--- src/rtl/bit_serializer.sv ---
// bit_serializer: parallel-to-serial front end for the sequence detector.
// Accepts WIDTH-bit words on a valid/ready handshake, keeps one word in a
// hold register while the shifter is busy, and emits one bit per clock on
// ser_out with selectable bit order, idle level and inter-word gap.
module bit_serializer #(
    parameter int unsigned WIDTH     = 8,
    parameter bit          MSB_FIRST = 1'b1,
    parameter bit          IDLE_BIT  = 1'b0,
    parameter int unsigned GAP       = 0
) (
    input  logic             clk,
    input  logic             rst,
    input  logic [WIDTH-1:0] din,
    input  logic             din_valid,
    output logic             din_ready,
    output logic             ser_out,
    output logic             busy,
    output logic             word_done,
    output logic [7:0]       words_sent
);

    localparam int unsigned   BW        = (WIDTH > 1) ? $clog2(WIDTH) : 1;
    localparam logic [BW-1:0] BCNT_LAST = BW'(WIDTH - 1);
    localparam bit            HAS_GAP   = (GAP > 0);
    localparam logic [3:0]    GCNT_LAST = HAS_GAP ? 4'(GAP - 1) : 4'd0;

    typedef enum logic [1:0] {
        ST_IDLE,
        ST_SHIFT,
        ST_GAP
    } state_t;

    state_t           r_state;
    state_t           w_state_next;
    logic [WIDTH-1:0] r_sr;
    logic [WIDTH-1:0] r_hold;
    logic             r_hold_full;
    logic [BW-1:0]    r_bcnt;
    logic [3:0]       r_gcnt;
    logic [7:0]       r_words_sent;

    logic             w_xfer;
    logic             w_last_bit;
    logic             w_gap_end;
    logic             w_free;
    logic             w_load;
    logic             w_load_hold;
    logic             w_load_din;
    logic             w_out_bit;
    logic [WIDTH-1:0] w_sr_shifted;

    // Handshake and load decisions, all derived from registered state
    always_comb begin
        w_xfer       = din_valid && !r_hold_full;
        w_last_bit   = (r_state == ST_SHIFT) && (r_bcnt == BCNT_LAST);
        w_gap_end    = HAS_GAP && (r_state == ST_GAP) && (r_gcnt == GCNT_LAST);
        w_free       = (r_state == ST_IDLE) || (w_last_bit && !HAS_GAP) || w_gap_end;
        w_load       = w_free && (r_hold_full || w_xfer);
        w_load_hold  = w_load && r_hold_full;
        w_load_din   = w_load && !r_hold_full;
        w_out_bit    = MSB_FIRST ? r_sr[WIDTH-1] : r_sr[0];
        w_sr_shifted = MSB_FIRST ? {r_sr[WIDTH-2:0], 1'b0} : {1'b0, r_sr[WIDTH-1:1]};
    end

    // FSM state register
    always_ff @(posedge clk or negedge rst) begin
        if (!rst) begin
            r_state <= ST_IDLE;
        end else begin
            r_state <= w_state_next;
        end
    end

    // FSM next-state logic
    always_comb begin
        w_state_next = r_state;
        case (r_state)
            ST_IDLE: begin
                if (w_load) w_state_next = ST_SHIFT;
            end
            ST_SHIFT: begin
                if (w_last_bit) begin
                    if (HAS_GAP)     w_state_next = ST_GAP;
                    else if (w_load) w_state_next = ST_SHIFT;
                    else             w_state_next = ST_IDLE;
                end
            end
            ST_GAP: begin
                if (w_gap_end) w_state_next = w_load ? ST_SHIFT : ST_IDLE;
            end
            default: w_state_next = ST_IDLE;
        endcase
    end

    // FSM outputs and status
    always_comb begin
        busy       = (r_state == ST_SHIFT);
        word_done  = w_last_bit;
        ser_out    = (r_state == ST_SHIFT) ? w_out_bit : IDLE_BIT;
        din_ready  = !r_hold_full;
        words_sent = r_words_sent;
    end

    // Shift register and bit counter: load takes priority over shifting
    always_ff @(posedge clk or negedge rst) begin
        if (!rst) begin
            r_sr   <= '0;
            r_bcnt <= '0;
        end else if (w_load) begin
            r_sr   <= r_hold_full ? r_hold : din;
            r_bcnt <= '0;
        end else if (r_state == ST_SHIFT) begin
            r_sr   <= w_sr_shifted;
            r_bcnt <= w_last_bit ? '0 : r_bcnt + 1'b1;
        end
    end

    // Gap counter: cleared on the last bit, counts through the gap
    always_ff @(posedge clk or negedge rst) begin
        if (!rst) begin
            r_gcnt <= '0;
        end else if (w_last_bit && HAS_GAP) begin
            r_gcnt <= '0;
        end else if (r_state == ST_GAP) begin
            r_gcnt <= w_gap_end ? 4'd0 : r_gcnt + 4'd1;
        end
    end

    // Hold register: a transfer that does not go straight into the shifter
    // lands here; a load from hold frees it unless refilled on the same edge
    always_ff @(posedge clk or negedge rst) begin
        if (!rst) begin
            r_hold      <= '0;
            r_hold_full <= 1'b0;
        end else if (w_xfer && !w_load_din) begin
            r_hold      <= din;
            r_hold_full <= 1'b1;
        end else if (w_load_hold) begin
            r_hold_full <= 1'b0;
        end
    end

    // Completed-word counter, wraps modulo 256
    always_ff @(posedge clk or negedge rst) begin
        if (!rst) begin
            r_words_sent <= '0;
        end else if (w_last_bit) begin
            r_words_sent <= r_words_sent + 8'd1;
        end
    end

endmodule

--- config.mk ---
export PLATFORM = sky130hd
export DESIGN_NAME = bit_serializer
export DESIGN_NICKNAME = d
export VERILOG_FILES = /design/src/rtl/bit_serializer.sv
export SDC_FILE = /design/constraint.sdc
export NUM_CORES = 1
export LEC_CHECK = 0
export CAP_MARGIN = 20
export CORE_UTILIZATION = 50
export CTS_CLUSTER_SIZE = 40
export DETAILED_ROUTE_END_ITERATION = 7
export PLACE_DENSITY = 0.84
export SYNTH_ARGS = -nofsm -noshare
export SYNTH_HDL_FRONTEND = slang
export SYNTH_SLANG_ARGS = --single-unit
--- constraint.sdc ---
create_clock -name clk -period 5 [get_ports clk]
set_input_delay 0.75 -clock clk [delete_from_list [all_inputs] [get_ports clk]]
set_output_delay 0.75 -clock clk [all_outputs]
set_load 0.01 [all_outputs]
==> results.json <==
{
  "antenna_found_initial": 0,
  "outcome": "complete, no violations",
  "die-area_sq_mm": 0.00298,
  "num-nets-final": 150,
  "powerDensity_mw_per_mm2": 522,
  "syn_area_sq_mm": 0.00138,
  "p_comb_frac": 0.360,
  "internal_power_mw": 0.571,
  "synth_ff_type": "dfrtp_1",
  "start_kind": "flip-flop",
  "htree_num_levels": 2,
  "cts_resized": 0,
  "numPortBuffers": 22,
  "p_leak_nw": 0.678,
  "r2r_end": "r_sr[3]",
  "antennaDiodeCount": 0,
  "setup.worst_path.end_class": "output pin",
  "worst_pin_slew_ns": 0.859,
  "initial_utilization": 0.543,
  "ys_types": 26,
  "skew_ns": 0.00944,
  "wl_microns": 2700,
  "detail_route.vias_per_cell": 6.48,
  "rsz0062_at_grt": "false",
  "clock_sinks": 29,
  "worst_ep_arrival_time_ns": 2.03,
  "critPathMaxFanout": 26,
  "first_pass_iters": 8,
  "clk_latency_ns": 0.33,
  "cp.depth": 2,
  "die_w_microns": 54.6,
  "dpl_cell_area_sq_mm": 0.00158,
  "cp_slowest_stage_delay_ns": 0.80,
  "cts_buffers": 5,
  "ys_ff_latch": 29,
  "cts_tree": "done",
  "postCtsSetupRepairBufs": 0,
  "cp-startpoint": "r_state[0]",
  "crit_path_cell_trace": "and2_1, clkdlybuf4s50_1",
  "period_share": 0.557,
  "finalCriticalPeriod_ns": 2.78,
  "ctsHoldBuffers": 0,
  "clockPowerShare": 0.163,
  "syn_inst": 115,
  "drv_slew": 0,
  "pwr-share-seq": 0.476,
  "dp_hpwl_microns": 1860,
  "ys_async_sr_fraction": 1.00,
  "grt_usage": 0.218,
  "die_y_microns": 54.6,
  "gp_congestion": 0.769,
  "max-vdd-ir-drop_v": 0.000308,
  "yosys_warnings": 0,
  "worstHoldPathType": "reg -> reg",
  "design_area_sq_mm": 0.00164,
  "cts_max_path_buffers": 2,
  "maxCapViolCount": 0,
  "grt_pass1_wl_microns": 4330,
  "synth_edf_count": 0,
  "coreArea_sq_mm": 0.00254,
  "wire_per_inst_microns": 16.3,
  "initialDrtViolationCount": 47,
  "drc_errors": 0,
  "syn2layout_area_growth_pct": 18.7,
  "cp_top_family": "flip-flops",
  "critPathRequiredTime_ns": 4.25,
  "grt-ovfl-total": 0,
  "whs_path_depth": 1,
  "syn_nets": 129,
  "cts_root_buf": "clkbuf_4",
  "crit_slowest_cell": "dfrtp_1",
  "r2r-start": "r_hold_full",
  "reg2reg_slack_ns": 3.09,
  "p_sw_frac": 0.332,
  "grt_max_degree": 30,
  "rows": 18,
  "n_fill_cell": 196,
  "relSlewSlack": 0.425,
  "setup_viol": 0,
  "crit_type": "reg -> out",
  "clk_pin_slew_worst_paths_ns": 0.08,
  "io_pins": 23,
  "grt_pass1_vias": 942,
  "ant_nets": 0,
  "tns_ns": 0,
  "final_cell_mix": "29 x dfrtp_1, 22 x clkdlybuf4s50_1, 9 x mux2_2",
  "syn_area_per_cell_sq_um": 12.0,
  "layout_commonest_cell": "dfrtp_1",
  "worst-path-buf-inv": 1,
  "seq_area_frac_synth": 0.525,
  "r2r_cells": 3,
  "vias": 1076,
  "report.final.hold_viol_count": 0,
  "p_sw_mw": 0.284,
  "crit_path_end": "word_done",
  "fmax_mhz": 359,
  "layout-drive-gt1-share": 0.140
}
[worst min-delay path by stage]
stage,end,from
3_5_place_dp,words_sent[7],words_sent[7]
6_report,words_sent[7],words_sent[7]
2_1_floorplan,r_bcnt[0],rst
3_3_place_gp,words_sent[7],words_sent[7]
4_1_cts,words_sent[7],words_sent[7]
5_1_grt,words_sent[7],words_sent[7]
[synthesized netlist by cell type (all sizes together) (3+ instances only)]
| library cell | number | area [sq um] |
|---|---|---|
| dfrtp | 29 | 726 |
| o221ai | 7 | 61.3 |
| a222oi | 8 | 80.1 |
| clkbuf | 3 | 11.3 |
| nand2 | 8 | 30.0 |
| o22ai | 3 | 18.8 |
| buf | 6 | 51.3 |
| nand4 | 4 | 25.0 |
| ha | 3 | 37.5 |
| xnor2 | 6 | 52.6 |
| mux2 | 9 | 101 |
| a22oi | 8 | 60.1 |
| nand3 | 8 | 40.0 |
[sequential cells by signal, summed over array words and instances, names as in the netlist]
name	count
r_hold	8
r_bcnt	3
r_hold_full	1
r_state	1
r_sr	8
words_sent	8
[per-layer routing]
metal | routed length, microns | track usage
met2 | 1320 | 0.323
met5 | 0 | 0
met1 | 1180 | 0.280
met3 | 147 | 0.0833
met4 | 49 | 0.103
[power groups by stage]
stage	combinational [mW]	sequential (mW)	clock, mW
floorplan	0.233	0.387	0
global route	0.340	0.421	0.157
finish	0.308	0.407	0.140
CTS	0.311	0.406	0.147
global placement	0.297	0.404	0
detailed placement	0.310	0.411	0
[cells by family after synthesis]
kind of cell	synth area share
compound gates	0.167
simple gates	0.112
xor+xnor	0.0444
mux	0.0734
buf+inv	0.0507
flops	0.525
fa+ha+maj	0.0272
[worst register-to-register path, stage by stage, from the launching register on]
cell and delay (ns):
dfrtp_1 0.62, nor2_1 0.77, a222oi_1 0.17, o221ai_1 0.25
[final cells by class]
| class | instances | area, sq um | area share |
|---|---|---|---|
| clock buffer | 7 | 55.1 | 0.0336 |
| sequential | 29 | 726 | 0.443 |
| multi-input combinational | 75 | 586 | 0.357 |
| tap | 30 | 37.5 | 0.0229 |
| inverter | 2 | 7.51 | 0.00458 |
| timing repair buffer | 23 | 228 | 0.139 |
[metrics by stage]
step                setup WS [ns]  hold WS [ns]  instances  power (mW)   util
detailed placement           2.56         0.468        159       0.722  0.622
CTS                          2.19         0.480        166       0.864  0.644
global placement             2.58         0.461        159       0.701  0.622
finish                       2.22         0.472        166       0.855  0.644
global route                 2.05         0.502        166       0.918  0.644
floorplan                    3.15         0.454        115       0.620      -
(Power assumes the default switching activity.)
